### src/rtl/afe_vco_pkg.sv
// Shared types and default widths for the VCO frequency counter back-end.
package afe_vco_pkg;

    localparam int DEF_CNT_W  = 16;
    localparam int DEF_GATE_W = 16;

    typedef enum logic {
        IDLE  = 1'b0,
        COUNT = 1'b1
    } state_e;

    // Sample as seen by the consumer at the default count width.
    typedef struct packed {
        logic                 sat;
        logic [DEF_CNT_W-1:0] count;
    } sample_t;

endpackage

### src/rtl/vco_sample_fifo.sv
// Small synchronous FIFO holding completed gate-window samples.
// The head is presented combinationally from the registered read pointer; it reads 0 when empty.
module vco_sample_fifo #(
    parameter int WIDTH = 17,
    parameter int DEPTH = 4
) (
    input  logic             clk_i,
    input  logic             rst_ni,
    input  logic             push_i,
    input  logic [WIDTH-1:0] push_data_i,
    output logic             full_o,
    input  logic             pop_i,
    output logic [WIDTH-1:0] pop_data_o,
    output logic             empty_o
);

    localparam int AW = (DEPTH > 1) ? $clog2(DEPTH) : 1;

    logic [WIDTH-1:0] mem_q [DEPTH];
    logic [AW:0]      wr_ptr_q;
    logic [AW:0]      rd_ptr_q;
    logic             do_push;
    logic             do_pop;

    // Pointers carry one wrap bit so full and empty are distinguishable.
    assign empty_o    = (wr_ptr_q == rd_ptr_q);
    assign full_o     = (wr_ptr_q[AW] != rd_ptr_q[AW]) &&
                        (wr_ptr_q[AW-1:0] == rd_ptr_q[AW-1:0]);
    assign do_pop     = pop_i && !empty_o;
    assign do_push    = push_i && (!full_o || do_pop);
    assign pop_data_o = empty_o ? '0 : mem_q[rd_ptr_q[AW-1:0]];

    always_ff @(posedge clk_i or negedge rst_ni) begin
        if (!rst_ni) begin
            for (int i = 0; i < DEPTH; i++) begin
                mem_q[i] <= '0;
            end
        end else if (do_push) begin
            mem_q[wr_ptr_q[AW-1:0]] <= push_data_i;
        end
    end

    always_ff @(posedge clk_i or negedge rst_ni) begin
        if (!rst_ni) begin
            wr_ptr_q <= '0;
            rd_ptr_q <= '0;
        end else begin
            if (do_push) begin
                wr_ptr_q <= wr_ptr_q + (AW+1)'(1);
            end
            if (do_pop) begin
                rd_ptr_q <= rd_ptr_q + (AW+1)'(1);
            end
        end
    end

endmodule

### src/rtl/vco_freq_counter.sv
// Counts synchronized VCO rising edges over back-to-back gate windows and
// queues each window's {sat, count} result behind a valid/ready FIFO.
module vco_freq_counter
    import afe_vco_pkg::*;
#(
    parameter int CNT_W       = DEF_CNT_W,
    parameter int GATE_W      = DEF_GATE_W,
    parameter int SYNC_STAGES = 2,
    parameter int FIFO_DEPTH  = 4
) (
    input  logic              wb_clk_i,
    input  logic              wb_rst_ni,
    input  logic              en_i,
    input  logic              vco_i,
    input  logic [GATE_W-1:0] gate_len_i,
    output logic [CNT_W:0]    sample_o,
    output logic              sample_valid_o,
    input  logic              sample_ready_i,
    output logic              overrun_o,
    input  logic              clr_overrun_i,
    output logic              busy_o
);

    typedef struct packed {
        logic             sat;
        logic [CNT_W-1:0] count;
    } win_sample_t;

    localparam logic [CNT_W-1:0] CNT_MAX = '1;

    logic [SYNC_STAGES-1:0] sync_q;
    logic                   prev_q;
    logic                   vco_edge;

    state_e            state_q, state_d;
    logic [GATE_W-1:0] gate_cnt_q, gate_cnt_d;
    logic [CNT_W-1:0]  edge_cnt_q, edge_cnt_d;
    logic              sat_q, sat_d;
    logic              overrun_q, overrun_d;

    logic [CNT_W-1:0]  cnt_inc;
    logic              sat_inc;
    logic              terminal;
    logic              push;
    win_sample_t       push_data;
    logic              pop;
    logic              fifo_full;
    logic              fifo_empty;
    logic [CNT_W:0]    fifo_head;

    always_ff @(posedge wb_clk_i or negedge wb_rst_ni) begin
        if (!wb_rst_ni) begin
            sync_q <= '0;
            prev_q <= 1'b0;
        end else begin
            sync_q <= {sync_q[SYNC_STAGES-2:0], vco_i};
            prev_q <= sync_q[SYNC_STAGES-1];
        end
    end

    assign vco_edge = sync_q[SYNC_STAGES-1] & ~prev_q;
    assign terminal = (gate_cnt_q == GATE_W'(1));

    // Saturating count including this cycle's edge; sat records a blocked increment.
    always_comb begin
        cnt_inc = edge_cnt_q;
        sat_inc = sat_q;
        if (vco_edge) begin
            if (edge_cnt_q == CNT_MAX) begin
                sat_inc = 1'b1;
            end else begin
                cnt_inc = edge_cnt_q + CNT_W'(1);
            end
        end
    end

    always_ff @(posedge wb_clk_i or negedge wb_rst_ni) begin
        if (!wb_rst_ni) begin
            state_q    <= IDLE;
            gate_cnt_q <= '0;
            edge_cnt_q <= '0;
            sat_q      <= 1'b0;
            overrun_q  <= 1'b0;
        end else begin
            state_q    <= state_d;
            gate_cnt_q <= gate_cnt_d;
            edge_cnt_q <= edge_cnt_d;
            sat_q      <= sat_d;
            overrun_q  <= overrun_d;
        end
    end

    always_comb begin
        state_d    = state_q;
        gate_cnt_d = gate_cnt_q;
        edge_cnt_d = edge_cnt_q;
        sat_d      = sat_q;
        case (state_q)
            IDLE: begin
                if (en_i && (gate_len_i != '0)) begin
                    state_d    = COUNT;
                    gate_cnt_d = gate_len_i;
                    edge_cnt_d = '0;
                    sat_d      = 1'b0;
                end
            end
            COUNT: begin
                if (terminal) begin
                    // Reload immediately so the next window starts without a gap.
                    gate_cnt_d = gate_len_i;
                    edge_cnt_d = '0;
                    sat_d      = 1'b0;
                    if (!en_i || (gate_len_i == '0)) begin
                        state_d    = IDLE;
                        gate_cnt_d = '0;
                    end
                end else if (!en_i) begin
                    state_d    = IDLE;
                    gate_cnt_d = '0;
                    edge_cnt_d = '0;
                    sat_d      = 1'b0;
                end else begin
                    gate_cnt_d = gate_cnt_q - GATE_W'(1);
                    edge_cnt_d = cnt_inc;
                    sat_d      = sat_inc;
                end
            end
            default: state_d = IDLE;
        endcase
    end

    always_comb begin
        busy_o          = (state_q == COUNT);
        push            = (state_q == COUNT) && terminal;
        push_data.sat   = sat_inc;
        push_data.count = cnt_inc;
    end

    assign pop = sample_ready_i && !fifo_empty;

    // A drop that coincides with a clear still leaves the flag set.
    always_comb begin
        overrun_d = overrun_q;
        if (push && fifo_full && !pop) begin
            overrun_d = 1'b1;
        end else if (clr_overrun_i) begin
            overrun_d = 1'b0;
        end
    end

    vco_sample_fifo #(
        .WIDTH (CNT_W + 1),
        .DEPTH (FIFO_DEPTH)
    ) u_fifo (
        .clk_i       (wb_clk_i),
        .rst_ni      (wb_rst_ni),
        .push_i      (push),
        .push_data_i (push_data),
        .full_o      (fifo_full),
        .pop_i       (pop),
        .pop_data_o  (fifo_head),
        .empty_o     (fifo_empty)
    );

    assign sample_o       = fifo_head;
    assign sample_valid_o = !fifo_empty;
    assign overrun_o      = overrun_q;

endmodule

### config.mk
export PLATFORM = sky130hd
export DESIGN_NAME = vco_freq_counter
export DESIGN_NICKNAME = d
export VERILOG_FILES = /design/src/rtl/afe_vco_pkg.sv /design/src/rtl/vco_sample_fifo.sv /design/src/rtl/vco_freq_counter.sv
export SDC_FILE = /design/constraint.sdc
export NUM_CORES = 1
export LEC_CHECK = 0
export ABC_AREA = 0
export CORE_MARGIN = 2
export CORE_UTILIZATION = 30
export DETAILED_ROUTE_END_ITERATION = 10
export SLEW_MARGIN = 20
export SYNTH_ARGS = -nofsm -noshare
export SYNTH_HDL_FRONTEND = slang
export SYNTH_SLANG_ARGS = --single-unit
### constraint.sdc
create_clock -name wb_clk_i -period 2.4 [get_ports wb_clk_i]
set_input_delay 0.36 -clock wb_clk_i [delete_from_list [all_inputs] [get_ports wb_clk_i]]
set_output_delay 0.36 -clock wb_clk_i [all_outputs]
set_load 0.02 [all_outputs]
Yosys cells after proc, flatten, opt, wreduce, memory -nomap -nowiden. Index checks and enable logic that the tools add are counted.

$add $sub $neg: 4. Magnitude comparators: 3. Eq/ne operators: 6. Multiplexer cells: 31. Bitwise operators: 5. Reduce and logical (&&, ||, !) cells: 18.

Operators by type and width (number): 16-bit two-way mux (9); 68-bit bitwise mux (1); 17-bit two-way mux (4); 16-bit one-hot mux with 2 select lines (2); 17-bit binary-select mux with 2-bit select (1); 17-bit demux with 2-bit select (1); 16-bit by 1-bit adder with 16-bit output, second input constant (1); 16-bit by 1-bit == test with 1-bit output, second input constant (1); 16-bit == test, second input constant (1); 16-bit zero test (1); 16-bit nonzero test (1); 16-bit by 1-bit subtractor with 16-bit output, second input constant (1); 1-bit two-way mux (11); 1-bit logical AND (9); 3-bit by 1-bit adder with 3-bit output, second input constant (2); 3-bit >= comparator, second input constant (2); 2-bit NOT with 3-bit output (2); 1-bit zero test (4); 1-bit one-hot mux with 2 select lines (2); 3-bit == test (1); 3-bit by 1-bit < comparator with 1-bit output, second input constant (1); 2-bit == test (1); 1-bit logical OR (2); 2-bit inequality test, second input constant (1); other kinds (4) (5).

Register bits after elaboration: 112. Input bits: 22. Word-level logic and storage cells: 80.

Logic depth before layout (Yosys ltp). Gate-level depths: netlist (run 1).

Depth in word-level cells: 6. Gate-level depth with buffers: 10. Depth with buffers taken out: 7.

Modules after synthesis. Synthesis (run 1) repeated with hierarchy kept, for this count alone.

Cells, all modules: 477. Area, all modules: 5967.0 um^2.

By module, submodules not included: vco_sample_fifo (times used 1, cells each 216, area an instance 3553.4 um^2); vco_freq_counter (times used 1, cells each 261, area an instance 2413.6 um^2).

Least setup slack after synthesis (run 1). OpenSTA, ideal clock, no wires.

Kind: register to register. Start point: register gate_cnt_q[1]. End point: register gate_cnt_q[0]. Library setup time: 126 ps. Arrival: 2232 ps. Required time: 2274 ps. Slack: 43 ps. Cell stages (with the launch flop): 11. Buffers on the path: 3. Clock period less this slack: 2357 ps. Cells stage by stage: dfrtp_1 inv_1 ha_1 or4b_1 nor4_4 buf_4 or2_2 buf_6 buf_6 nor2_1 a221o_1.

Cells in the longest elaborated chain, start to end: 3.

Ends and longest elaborated chain: start: declaration (RTL line vco_freq_counter.sv:36) `logic [GATE_W-1:0] gate_cnt_q, gate_cnt_d;`; start signal: assignment (RTL line vco_freq_counter.sv:86) `gate_cnt_q <= gate_cnt_d;`; 16-bit by 1-bit == test with 1-bit output (RTL line vco_freq_counter.sv:62) `assign terminal = (gate_cnt_q == GATE_W'(1));`; 16-bit two-way mux (RTL line vco_freq_counter.sv:108) `if (terminal) begin`; 16-bit one-hot mux with 2 select lines (RTL line vco_freq_counter.sv:98) `case (state_q)`.

Every way passes these cells. A chain may end at the register's enable or synchronous reset.

Worst setup path after layout (run 1).
Start point: register u_fifo.rd_ptr_q[0]. End point: output port sample_o[6].

Cells in the longest elaborated chain, start to end: 5. Elaborated cells on any way between the ends: 6. Those cells by class: eq/ne (1); mux (4); bitwise (1).

Ends and longest elaborated chain: start: declaration (RTL line vco_sample_fifo.sv:21) `logic [AW:0] rd_ptr_q;`; start signal: assignment (RTL line vco_sample_fifo.sv:52) `rd_ptr_q <= rd_ptr_q + (AW+1)'(1);`; 2-bit NOT with 3-bit output (implied by the code) (RTL line vco_sample_fifo.sv:31) `assign pop_data_o = empty_o ? '0 : mem_q[rd_ptr_q[AW-1:0]];`; 17-bit binary-select mux with 2-bit select (RTL line vco_sample_fifo.sv:31); 17-bit two-way mux (implied by the code) (2 in a row) (RTL line vco_sample_fifo.sv:31); 17-bit two-way mux (*) (RTL line vco_sample_fifo.sv:31); end: declaration (RTL line vco_freq_counter.sv:16) `output logic [CNT_W:0] sample_o,`.

Every way passes the cells marked *; elsewhere a longest branch is shown, timed or not. The select of a mux whose other input is x is not followed.

==> results of run 1 <==
==> cell usage in the layout, fill, tap and decap left out, types with 8 or more instances in the layout <==
cell and count:
a21oi_1 10, buf_12 10, buf_4 29, clkbuf_16 9
clkdlybuf4s50_1 22, dfrtp_1 112, ha_1 8, inv_1 14
mux4_2 17, nand2_1 95, nand3_1 13, nor2_1 16
nor2b_1 17, nor4_1 15, o21ai_0 60, o21ai_1 36
xnor2_1 14
==> final timing paths <==
| check | startpoint | cells after the start | slack (ns) | to |
|---|---|---|---|---|
| setup / recovery | u_fifo.rd_ptr_q[0]$_DFFE_PN0P_ | 5 | 0.06 | sample_o[6] |
| hold / removal | wb_rst_ni | 2 | 0.36 | edge_cnt_q[1]$_DFFE_PN0P_ |
| setup reg to reg | gate_cnt_q[1]$_DFFE_PN0P_ | 9 | 0.13 | u_fifo.mem_q[63]$_DFFE_PN0P_ |
| hold reg to reg | sync_q[0]$_DFF_PN0_ | 0 | 0.36 | sync_q[1]$_DFF_PN0_ |
| max in group asynchronous | wb_rst_ni | 3 | 1.38 | u_fifo.mem_q[60]$_DFFE_PN0P_ |
| min in group wb_clk_i | sync_q[0]$_DFF_PN0_ | 0 | 0.36 | sync_q[1]$_DFF_PN0_ |
==> through the flow <==
stage / util [%] / setup WS, ns / total power, mW / std cells / cell area, um^2
2_1_floorplan: - / 0.0426 / 3.01 / 541 / 5480
3_3_place_gp: 35.6 / 0.0191 / 3.50 / 815 / 6400
3_5_place_dp: 35.6 / 0.0197 / 3.54 / 815 / 6400
4_1_cts: 37.6 / 0.000148 / 5.15 / 834 / 6750
5_1_grt: 37.6 / 0.00100 / 5.44 / 837 / 6760
6_report: 37.6 / 0.0559 / 5.15 / 837 / 6760
==> area by class of cell <==
type	instances	area, um^2	area share (%)
clock inverter	6	66.3	0.982
sequential	112	2800	41.5
tap	229	287	4.24
inverter	14	52.6	0.778
clock buffer	10	239	3.54
multi-input combinational	384	2490	36.9
timing repair buffer	82	813	12.0
==> metal layers <==
metal / track usage, % / part of all wire, % / vias to the layer above
met1: 18.6 / 47 / 2110
li1: - / - / 2075
met2: 23.2 / 48 / 98
met5: 0 / 0 / -
met4: 3.77 / 1.1 / 0
met3: 2.90 / 3.5 / 10
==> timing repair <==
item,4_1_cts,5_1_grt
endpoints found under the setup margin,18,27
hold buffers,1,0
hold endpoints to repair,6,0
setup buffers,2,3
resized for setup,40,11
pin swaps,0,1
==> power groups by stage <==
stage          Sequential [mW]  Clock [mW]  Combinational (mW)
3_5_place_dp              2.19           0                1.34
2_1_floorplan             2.16           0               0.854
3_3_place_gp              2.19           0                1.31
5_1_grt                   2.18        1.66                1.60
6_report                  2.16        1.53                1.46
4_1_cts                   2.16        1.58                1.42
==> flip-flops by register name, summed over array words and instances (netlist names) <==
signal / cells
busy_o: 1
edge_cnt_q: 16
gate_cnt_q: 16
overrun_o: 1
prev_q: 1
sat_q: 1
sync_q: 2
u_fifo.mem_q: 68
u_fifo.rd_ptr_q: 3
u_fifo.wr_ptr_q: 3
==> cells by family (layout without fill, tap and decap cells) <==
family	after synthesis	count (layout)
and+or+nand+nor	199	199
AOI/OAI and AO/OA	138	138
DFF	112	112
buffers and inverters	45	112
muxes	21	21
xor gates and xnor gates	18	18
adders and majority gates	8	8
==> impl_metrics.ini, run 1 <==
[power_and_ir_drop]
p_switching_mw = 1.69
ir_drop_v = 0.000374
powerDensity_nw_per_um2 = 763
power.share.clock_pct = 29.7
p_leak_nw = 2.84
pwr-share-comb_pct = 28.4
intPower_mw = 3.47
p_sw_share_pct = 32.7
p_seq_share_pct = 41.9

[synth]
synth.most_common_cell = dfrtp_1
netlist_top_cells_area = dfrtp_1 (51%), mux4_2 (7.0%), nand2_1 (6.5%), o21ai_0 (5.5%), o21ai_1 (3.3%)
synth_top_area_share_pct = 51.1
seq_area_frac_synth_pct = 51.1
synth_nets = 571
synth_common_cells = dfrtp_1 (112), nand2_1 (95), o21ai_0 (60), o21ai_1 (36), clkbuf_1 (21)
synth-simple-area-share_pct = 18.2
syn_area_per_cell_um2 = 10.1
synth_top_area_cell = dfrtp_1
synth-adder-area-share_pct = 1.83
synth_seq_cells = 112
synthMuxAreaShare_pct = 7.76
netlist_instances = 541
async_flop_share_pct = 100
yosys_warnings = 0
synth_top_family_by_area = simple AND/OR/NAND/NOR gates
synth_xor_area_share_pct = 2.87
ys_types = 55
synth_area_um2 = 5480
synth-edff-count = 0
synth_flop_cell = dfrtp_1
synth_compound_area_share_pct = 14.6

[worst_setup_path]
cp_slowest_cell = mux4_2
end_kind = output port
crit_type = reg2out
arrival_ns = 1.98
path_max_fanout = 5
start_kind = flip-flop
critPathMaxStageDelay_ns = 0.47
critical_path_required_ns = 2.04
critical_path.top_delay_family = buffers and inverters
cp_common_cell = buf_12
path_cells = buf_12, buf_12, mux4_2, nor2b_1, dlygate4sd2_1
crit_buf_inv = 3

[clock_network]
clk_path_buf_depth = 2
numCtsBuffers = 9
cts.sinks = 112
ctsHtreeMaxLevel = 3
tritoncts = yes
clkSlewWorstSetupHoldPaths_ns = 0.08
worstSkewPairLatency_ns = 0.36
cts_root_buffer = clkbuf_16

[timing]
finalHoldViolations = 0
period_share_pct = 97.7
finalMaxSlewViolations = 0
fin_crit_ns = 2.34
finalSetupTns_ns = 0
whs_ns = 0.359
fmax_mhz = 427
clock_skew_ns = 0.00589
rsz0062_at_grt = false
slew-limit-headroom_pct = 57.1
setup_viol = 0
worstMarginPinSlew_ns = 0.636

[floorplanning]
placementRows = 49
die_h_um = 139
fp.dieArea_um2 = 19400
core-area_um2 = 18000
start_util_pct = 30.5
die_w_um = 139
ios = 42

[drt]
ant_nets = 0
wl_per_cell_um = 15.5
vias_per_cell = 5.13
routed_wl_mm = 12.9
route.detailed.drc = 0
first_iter_violations = 219
firstDrtPassIters = 5
vias = 4293

[global_routing]
grt_overflow = 0
antenna_found_initial = 0
grt_pass1_wl_mm = 21.9
grt_start_max_net_pins = 50
grt.total_usage_pct = 13.9
grt_pass1_vias = 4413

[final_layout]
antennaDiodeCount = 0
fin_nets = 633
drive_above_1_share_pct = 16.3
fillers = 1749
areaGrowthSynthToFinish_pct = 23.2

[flow_run]
drv_cap = 0

[worst_hold_path]
hold_path_class = in2async

[place]
dpl.hpwl_mm = 9.13
gp_congestion = 0.870
io_buffer_count = 41

[outcome]
status = completed
Power figures use the tool's default switching activity.
==> inputs of run 2 (changes only) <==
--- a/config.mk
+++ b/config.mk
@@ -6,7 +6,7 @@
 export NUM_CORES = 1
 export LEC_CHECK = 0
 export ABC_AREA = 0
-export CORE_MARGIN = 2
+export CORE_MARGIN = 1
 export CORE_UTILIZATION = 30
 export DETAILED_ROUTE_END_ITERATION = 10
 export SLEW_MARGIN = 20
==> impl_metrics.ini, run 2 (synthesis gave the netlist of run 1 again) <==
[outcome]
status = completed

[final_layout]
seq_area_um2 = 2800
final_cell_mix = dfrtp_1 (111), nand2_1 (95), o21ai_0 (60)
fin_nets = 633
reg_top3 = u_fifo.mem_q: 68 flops, edge_cnt_q: 16 flops, gate_cnt_q: 16 flops
drive_above_1_share_pct = 15.5
multi_input_area_um2 = 2510
areaGrowthSynthToFinish_pct = 23.2
fillers = 1747
antennaDiodeCount = 0
largest_reg_flops = 68
layout_commonest_cell = dfrtp_1
postLayoutCellArea_um2 = 6760
largest_register = u_fifo.mem_q
stdcell_count = 837

[timing]
setup_viol = 0
slew-limit-headroom_pct = 55.3
worstMarginPinSlew_ns = 0.668
fin_crit_ns = 2.33
clock_skew_ns = 0.0113
finalMaxSlewViolations = 0
finalSetupTns_ns = 0
fmax_mhz = 430
finalHoldViolations = 0
period_share_pct = 97.0
rsz0062_at_grt = true
whs_ns = 0.373
fin_ws_ns = 0.0717

[clock_network]
numCtsBuffers = 9
clk_path_buf_depth = 2
ctsHtreeMaxLevel = 3
cts_root_buffer = clkbuf_16
cts.sinks = 112
tritoncts = yes
worstSkewPairLatency_ns = 0.35
clkSlewWorstSetupHoldPaths_ns = 0.08

[floorplanning]
start_util_pct = 30.5
fp.dieArea_um2 = 18800
placementRows = 49
die_h_um = 137
ios = 42
die_w_um = 137
core-area_um2 = 18000

[worst_hold_path]
hold_end = sync_q[1]$_DFF_PN0_
whs_path_depth = 0
hold_path_class = reg2reg
worstHoldStart = sync_q[0]$_DFF_PN0_

[drt]
routed_wl_mm = 13.2
first_iter_violations = 194
vias = 4269
firstDrtPassIters = 4
ant_nets = 0
vias_per_cell = 5.10
wl_per_cell_um = 15.7
route.detailed.drc = 0

[worst_setup_path]
r2r-end = gate_cnt_q[4]$_DFFE_PN0P_
arrival_ns = 2.56
rrSetupSlack_ns = 0.07
critPathMaxStageDelay_ns = 0.50
cp_slowest_cell = or4b_4
end_kind = flip-flop
path_max_fanout = 5
crit_type = reg2reg
critical_path_required_ns = 2.63
start_kind = flip-flop
r2r-start = gate_cnt_q[1]$_DFFE_PN0P_
crit_buf_inv = 3
critical_path.top_delay_family = simple AND/OR/NAND/NOR gates
ff2ff_path_depth = 9
path_cells = inv_1, ha_1, or4b_4, nor4_4, buf_6, or2_4, buf_4, nor2_1, a221o_1

[power_and_ir_drop]
p_sw_share_pct = 32.9
pwr-share-comb_pct = 27.8
powerDensity_nw_per_um2 = 750
p_switching_mw = 1.67
p_leak_nw = 2.84
ir_drop_v = 0.000444
p_seq_share_pct = 42.9
power.share.clock_pct = 29.3
intPower_mw = 3.40

[global_routing]
grt_pass1_wl_mm = 22.2
grt.total_usage_pct = 15.4
antenna_found_initial = 0
grt_pass1_vias = 4397
grt_start_max_net_pins = 49
grt_overflow = 0

[place]
gp_congestion = 0.858
pre_cts_slack_ns = 0.0335
placed_cell_area_um2 = 6390
dp.cells = 816
dpl.hpwl_mm = 9.07
io_buffer_count = 41

[flow_run]
drv_cap = 0
-- run 2: changes by cell type in the layout (fill, tap and decap cells not counted), sizes merged --
cell           change
buf                -6
clkinv             +3
clkdlybuf4s15      +2
dlygate4sd2        +2
inv                -2
clkbuf             +1
-- run 2: worst register-to-register path, stage by stage (launching register included) --
cell	delay, ns
dfrtp_1	0.38
inv_1	0.07
ha_1	0.14
or4b_4	0.50
nor4_4	0.35
buf_6	0.16
or2_4	0.14
buf_4	0.14
nor2_1	0.05
a221o_1	0.27
-- run 2: power by group through the flow --
stage / clock network (mW) / logic, mW / registers [mW]
after floorplan: 0 / 0.854 / 2.16
after global placement: 0 / 1.31 / 2.18
after detailed placement: 0 / 1.34 / 2.19
after CTS: 1.55 / 1.41 / 2.17
after global routing: 1.63 / 1.54 / 2.20
final: 1.48 / 1.41 / 2.17
-- run 2: metrics by stage --
stage	power, mW	util (%)
2_1_floorplan	3.01	-
3_3_place_gp	3.49	35.6
3_5_place_dp	3.53	35.6
4_1_cts	5.13	37.4
5_1_grt	5.36	37.6
6_report	5.06	37.6
-- run 2: repair_timing --
item	4_1_cts	5_1_grt
pin swaps	0	1
resized for setup	22	19
endpoints found under the hold margin	5	0
setup buffers	0	2
hold buffers	1	0
setup endpoints to repair	18	55
gates cloned	1	1
-- run 2: worst max path at each step --
stage / startpoint / endpoint / cells after the start
final: gate_cnt_q[1]$_DFFE_PN0P_ / gate_cnt_q[4]$_DFFE_PN0P_ / 9
after global routing: gate_cnt_q[1]$_DFFE_PN0P_ / u_fifo.mem_q[64]$_DFFE_PN0P_ / 8
after CTS: u_fifo.rd_ptr_q[0]$_DFFE_PN0P_ / sample_o[15] / 4
after detailed placement: gate_cnt_q[1]$_DFFE_PN0P_ / gate_cnt_q[4]$_DFFE_PN0P_ / 9
after global placement: gate_cnt_q[1]$_DFFE_PN0P_ / gate_cnt_q[10]$_DFFE_PN0P_ / 9
after floorplan: gate_cnt_q[1]$_DFFE_PN0P_ / gate_cnt_q[0]$_DFFE_PN0P_ / 10
-- run 2: cell type report --
cell class,instances,share of cell area (%)
Tap cell,229,4.24
Multi-Input combinational cell,384,37.2
Timing Repair Buffer,82,11.8
Sequential cell,112,41.5
Clock inverter,7,1.13
Inverter,14,0.778
Clock buffer,9,3.33
-- run 2: per-layer routing --
metal / routed length [um] / vias to the layer above / track usage (%)
li1: - / 2064 / -
met1: 5900 / 2109 / 18.8
met2: 6680 / 90 / 26.8
met3: 501 / 6 / 3.20
met4: 70 / 0 / 5.31
met5: 0 / - / 0
